<file path="config.mk">
export PLATFORM = sky130hd
export DESIGN_NAME = br_recovery_ctrl
export DESIGN_NICKNAME = d
export VERILOG_FILES = /design/src/rtl/br_ctrl_types.sv /design/src/rtl/cpu_params.sv /design/src/rtl/rob_age_cmp.sv /design/src/rtl/br_recovery_ctrl.sv
export SDC_FILE = /design/constraint.sdc
export NUM_CORES = 1
export LEC_CHECK = 0
export ABC_AREA = 1
export BUFFER_PORTS_ARGS = -buffer_cell sky130_fd_sc_hd__buf_2
export CORE_MARGIN = 4
export CORE_UTILIZATION = 48
export CTS_CLUSTER_DIAMETER = 120
export CTS_CLUSTER_SIZE = 40
export DETAILED_ROUTE_END_ITERATION = 7
export HOLD_SLACK_MARGIN = 0.02
export PLACE_DENSITY = 0.76
export SKIP_LAST_GASP = 1
export SLEW_MARGIN = 20
export SYNTH_ARGS = -nofsm -noshare
export SYNTH_HDL_FRONTEND = slang
export SYNTH_SLANG_ARGS = --single-unit
</file>
<file path="constraint.sdc">
create_clock -name clk -period 2.5 [get_ports clk]
set_input_delay 0.25 -clock clk [delete_from_list [all_inputs] [get_ports clk]]
set_output_delay 0.25 -clock clk [all_outputs]
set_load 0.005 [all_outputs]
</file>
<file path="src/rtl/br_ctrl_types.sv">
// Types for the branch-mispredict recovery sequencer.
package br_ctrl_types;
    typedef enum logic [1:0] {
        BR_REC_IDLE  = 2'd0,
        BR_REC_PEND  = 2'd1,
        BR_REC_FLUSH = 2'd2,
        BR_REC_DRAIN = 2'd3
    } br_rec_state_t;
endpackage

</file>
<file path="src/rtl/cpu_params.sv">
// Core-wide sizing constants shared by the ROB, LSQ and branch recovery logic.
package cpu_params;
    localparam int ROB_IDX_W = 5;
    localparam int ROB_DEPTH = 1 << ROB_IDX_W;
endpackage

</file>
<file path="src/rtl/rob_age_cmp.sv">
// ROB age comparator: a is at least as old as b, measured as distance from the
// head modulo the ROB depth. Purely combinational; also used by the LSQ.
module rob_age_cmp #(
    parameter int W = 5
) (
    input  logic [W-1:0] a,
    input  logic [W-1:0] b,
    input  logic [W-1:0] head,
    output logic         a_le_b
);
    logic [W-1:0] age_a;
    logic [W-1:0] age_b;

    // Wrap-around distances from the head; the W-bit result is the modulo.
    always_comb begin
        age_a  = a - head;
        age_b  = b - head;
        a_le_b = (age_a <= age_b);
    end
endmodule

</file>
<file path="src/rtl/br_recovery_ctrl.sv">
// Branch-mispredict recovery sequencer. Holds the oldest outstanding
// mispredicted branch, flushes the backend and redirects the frontend when it
// commits, then stalls branch-RS issue for a fixed drain window.
//
//   state | meaning
//   IDLE  | no mispredict outstanding
//   PEND  | mispredict latched, waiting for it to reach the ROB head and commit
//   FLUSH | single cycle: backend_flush + redirect strobe
//   DRAIN | issue stalled while the frontend refills
module br_recovery_ctrl
    import br_ctrl_types::*;
#(
    parameter int ROB_IDX_W    = cpu_params::ROB_IDX_W,
    parameter int DRAIN_CYCLES = 3
) (
    input  logic                 clk,
    input  logic                 rst,
    input  logic                 br_valid,
    input  logic [ROB_IDX_W-1:0] br_rob_id,
    input  logic                 br_miss_predict,
    input  logic [31:0]          br_target,
    input  logic [ROB_IDX_W-1:0] rob_head,
    input  logic                 rob_head_commit,
    output logic                 backend_flush,
    output logic                 redirect_valid,
    output logic [31:0]          redirect_pc,
    output logic                 issue_stall,
    output logic [31:0]          mispredict_cnt
);
    localparam int DCW = $clog2(DRAIN_CYCLES + 1);

    br_rec_state_t        state;
    logic [ROB_IDX_W-1:0] pend_id;
    logic [31:0]          pend_target;
    logic [DCW-1:0]       drain_cnt;

    logic accept;
    logic new_is_older;
    logic commit_hit;

    rob_age_cmp #(.W(ROB_IDX_W)) u_age_cmp (
        .a      (br_rob_id),
        .b      (pend_id),
        .head   (rob_head),
        .a_le_b (new_is_older)
    );

    // Event qualification; traffic during FLUSH/DRAIN predates the flush.
    always_comb begin
        accept     = br_valid && br_miss_predict &&
                     (state == BR_REC_IDLE || state == BR_REC_PEND);
        commit_hit = (state == BR_REC_PEND) && rob_head_commit &&
                     (rob_head == pend_id);
    end

    // redirect_pc mirrors the pending-target register directly.
    assign redirect_pc = pend_target;

    // Recovery FSM with registered outputs and the saturating event counter.
    always_ff @(posedge clk or negedge rst) begin
        if (!rst) begin
            state          <= BR_REC_IDLE;
            pend_id        <= '0;
            pend_target    <= '0;
            drain_cnt      <= '0;
            mispredict_cnt <= '0;
            backend_flush  <= 1'b0;
            redirect_valid <= 1'b0;
            issue_stall    <= 1'b0;
        end else begin
            backend_flush  <= 1'b0;
            redirect_valid <= 1'b0;

            // Dropped (younger) and commit-cycle events are still counted.
            if (accept && (mispredict_cnt != 32'hFFFF_FFFF)) begin
                mispredict_cnt <= mispredict_cnt + 32'd1;
            end

            case (state)
                BR_REC_IDLE: begin
                    if (accept) begin
                        pend_id     <= br_rob_id;
                        pend_target <= br_target;
                        state       <= BR_REC_PEND;
                    end
                end
                BR_REC_PEND: begin
                    // The commit wins: any same-cycle result is younger.
                    if (commit_hit) begin
                        state          <= BR_REC_FLUSH;
                        backend_flush  <= 1'b1;
                        redirect_valid <= 1'b1;
                        issue_stall    <= 1'b1;
                    end else if (accept && new_is_older) begin
                        pend_id     <= br_rob_id;
                        pend_target <= br_target;
                    end
                end
                BR_REC_FLUSH: begin
                    drain_cnt <= DCW'(DRAIN_CYCLES);
                    state     <= BR_REC_DRAIN;
                end
                BR_REC_DRAIN: begin
                    drain_cnt <= drain_cnt - DCW'(1);
                    if (drain_cnt == DCW'(1)) begin
                        state       <= BR_REC_IDLE;
                        issue_stall <= 1'b0;
                    end
                end
                default: begin
                    state       <= BR_REC_IDLE;
                    issue_stall <= 1'b0;
                end
            endcase
        end
    end
endmodule
</file>
==> metrics.cfg <==
[synth]
syn_inst=583
yosys.area.top_type=sky130_fd_sc_hd__dfrtp_1
postSynthRegisterBits=75
synth_top_cells_by_area=sky130_fd_sc_hd__dfrtp_1 43%, sky130_fd_sc_hd__nand2_1 22%, sky130_fd_sc_hd__nand3_1 5.7%
synth_warnings=0
post_synth_net_total=651
synth_top_area_share_pct=42.8
synth_cell_types=27
mapped_cell_area_mm2=0.00438
postSynthAreaPerCell_um2=7.51
synth.yosys.seq_area_share_pct=42.8

[sta]
maxClockFrequency_mhz=386
tightest_slew_ns=0.929
final_min_period_over_clock_period_pct=104
finalCriticalPeriod_ns=2.59
hold_viol=0
grt_setup_unrepaired=true
setup_violations=35
clock-skew-final_ns=0.00804
slew-limit-headroom_pct=38.1
fin_setup_tns_ns=-2.10
post-route-worst-setup-slack_ns=-0.0895
final_max_slew_viol_count=0

[finish]
seqCellArea_mm2=0.00188
filler_cell_count=797
leading_cell_type_in_the_layout_fill_and_taps_excluded=sky130_fd_sc_hd__nand2_1
fraction_of_layout_cells_with_a_size_suffix_above_1_pct=25.4
postLayoutCoreUtil_pct=62.8
synth_to_layout_area_growth_pct=26.2
multi_input_comb_area_mm2=0.00234
fin_nets=771
antennaDiodeCount=0
layout.cells.most_common_list=242 x sky130_fd_sc_hd__nand2_1, 112 x sky130_fd_sc_hd__buf_2, 75 x sky130_fd_sc_hd__dfrtp_1

[clocking]
path_clk_slew_ns=0.08
clock_tree.htree_level_count=3
clk-insertion-delay-late_ns=0.34
clock_sinks=75
number_of_buffers_added_to_fix_hold_violations_after_cts=0
ctsLongestPathBuffers=2
clock-root-buffer=sky130_fd_sc_hd__clkbuf_8
clock_tree_from_tritoncts=built
tritoncts.num_buffers=9

[pwr]
cellInternalPower_mw=3.67
totalPowerFinal_mw=5.97
static-leakage-power_nw=2.95
worst_ir_drop_vdd_mv=0.725
netSwitchingPower_mw=2.31
power_frac_seq_pct=31.1
pwr-share-comb_pct=48.3
p_per_cell_area_mw_per_mm2=1080
power.share.clock_pct=20.6
switching_share_pct=38.6

[critical_path]
worstPathArrival_ns=2.87
endpoint_kind=flip-flop
criticalPathCategory=flip-flop to flip-flop
worst-endpoint-required_ns=2.78
start_kind=flip-flop
critical_path.max_fanout=8

[routing]
met3RoutedLength_um=728
drcViolationCount=0
drt-total-wl_um=11000
routedWlPerCell_um=13.5
detail_route.iter0.violations=213
ant_nets=0
detailroute.wirelength.met2_um=5250
vias_per_cell=5.11
m1WireLength_um=4790
dr_pass1_iterations=5
num_vias=4166
top_signal_layer_used=met4

[floorplanning]
core_region_area_mm2=0.00881
die_h_um=104
width_of_the_chip_um=104
floorplan.rows=34
num_io_pins=114
initial_core_utilization_pct=49.7
die_area_mm2=0.0107

[grt]
overflow=0
via_count_of_the_first_global_routing_pass=4016
grt_start_max_net_pins=76
grt_antenna_before_repair=0
groute.usage.overall_pct=20.5
grt_pass1_wl_um=18500

[placed_design]
final_replace_weighted_congestion=0.984
dpl.hpwl_um=7960
port_buffers=113

[outcome]
status=complete, but fails checks
violations=setup timing

[hold_path]
min-delay-path-class=input port to asynchronous set/reset pin

[job]
max-cap-violations=0

==> power by group through the flow <==
stage          logic [mW]  registers, mW  clock network, mW
2_1_floorplan        1.51           1.84                  0
3_3_place_gp         2.17           1.84                  0
3_5_place_dp         2.29           1.83                  0
4_1_cts              2.75           1.84               1.25
5_1_grt              3.24           1.91               1.31
6_report             2.88           1.86               1.23
==> per-layer routing <==
metal | track usage, % | up-vias
met5 | 0 | -
met4 | 7.31 | 0
met3 | 4.60 | 27
met2 | 33.2 | 164
met1 | 27.2 | 1920
li1 | - | 2055
==> registers in the layout (all words and copies together), names as in the netlist <==
name / flops
drain_cnt: 2
issue_stall: 1
mispredict_cnt: 32
pend_id: 5
redirect_pc: 32
redirect_valid: 1
state: 2
==> stage by stage <==
step	worst slack, ns	std cells	area [um2]	hold WS [ns]
after floorplan	0.00448	583	4380	-0.0456
after global placement	-0.0594	794	5040	0.449
after detailed placement	-0.167	794	5040	0.453
after CTS	-0.106	815	5460	0.0867
after global routing	-0.219	816	5530	0.125
final	-0.0895	816	5530	0.0463
==> final timing paths <==
kind                                 start            endpoint  cells past startpoint  slack [ns]
max                             pend_id[0]     redirect_pc[15]                     19       -0.09
min                                    rst      redirect_valid                      1        0.05
max reg2reg                     pend_id[0]     redirect_pc[15]                     19       -0.09
min reg2reg                redirect_pc[11]     redirect_pc[11]                      2        0.47
max in group asynchronous              rst  mispredict_cnt[22]                      1        1.86
min in group clk             br_target[21]     redirect_pc[21]                      3        0.13
==> timing repair <==
action / 4_1_cts / 5_1_grt
endpoints found under the hold margin: 0 / 0
buffers inserted: 5 / 1
resized for setup: 21 / 14
pin swaps: 9 / 7
gates cloned: 2 / 1
endpoints found under the setup margin: 37 / 37
==> layout make-up <==
class | count | share of cell area, %
tap | 108 | 2.44
clock inverter | 6 | 2.49
multi-input combinational | 450 | 42.3
inverter | 41 | 2.83
sequential | 75 | 33.9
timing repair buffer | 126 | 13.7
clock buffer | 10 | 2.31
==> worst max-delay path: stages (launching register included) <==
cell,delay (ns)
sky130_fd_sc_hd__dfrtp_1,0.37
sky130_fd_sc_hd__inv_2,0.05
sky130_fd_sc_hd__ha_4,0.15
sky130_fd_sc_hd__fa_2,0.36
sky130_fd_sc_hd__o21ai_2,0.15
sky130_fd_sc_hd__xor2_1,0.15
sky130_fd_sc_hd__inv_1,0.09
sky130_fd_sc_hd__ha_4,0.29
sky130_fd_sc_hd__nand2_4,0.05
sky130_fd_sc_hd__nor2_4,0.08
sky130_fd_sc_hd__nand2_1,0.05
sky130_fd_sc_hd__nand3_1,0.07
sky130_fd_sc_hd__nand2_1,0.05
sky130_fd_sc_hd__nand2_1,0.06
sky130_fd_sc_hd__nand2_2,0.08
sky130_fd_sc_hd__nand2_4,0.10
sky130_fd_sc_hd__buf_6,0.13
sky130_fd_sc_hd__buf_12,0.12
sky130_fd_sc_hd__nand2_1,0.05
sky130_fd_sc_hd__nand2_1,0.06
==> cell usage after synthesis <==
cell,count
sky130_fd_sc_hd__nand3b_1,5
sky130_fd_sc_hd__fa_1,2
sky130_fd_sc_hd__and2_1,1
sky130_fd_sc_hd__nand2_1,256
sky130_fd_sc_hd__inv_1,40
sky130_fd_sc_hd__nor2_2,4
sky130_fd_sc_hd__buf_2,11
sky130_fd_sc_hd__inv_4,1
sky130_fd_sc_hd__nor3_1,2
sky130_fd_sc_hd__or2_2,1
sky130_fd_sc_hd__nand2_2,3
sky130_fd_sc_hd__xnor2_1,13
sky130_fd_sc_hd__ha_1,19
sky130_fd_sc_hd__nor2_1,50
sky130_fd_sc_hd__buf_4,1
sky130_fd_sc_hd__o21ai_1,5
sky130_fd_sc_hd__nand2_4,2
sky130_fd_sc_hd__nand4_1,5
sky130_fd_sc_hd__buf_6,5
sky130_fd_sc_hd__dfrtp_1,75
sky130_fd_sc_hd__nor3_2,1
sky130_fd_sc_hd__nor2_4,3
sky130_fd_sc_hd__a21oi_1,6
sky130_fd_sc_hd__o21ai_0,6
sky130_fd_sc_hd__nand2_8,1
sky130_fd_sc_hd__xor2_1,15
sky130_fd_sc_hd__nand3_1,50
==> logic make-up (layout without fill, tap and decap cells) <==
kind of cell	Yosys count	count (layout)	synth area share (%)
and+or+nand+nor	384	384	37.0
DFF	75	75	42.8
buffers and inverters	58	183	6.28
adders and majority gates	21	21	6.34
AOI/OAI and AO/OA	17	17	1.94
xor gates and xnor gates	28	28	5.60
Power figures use the tool's default switching activity.
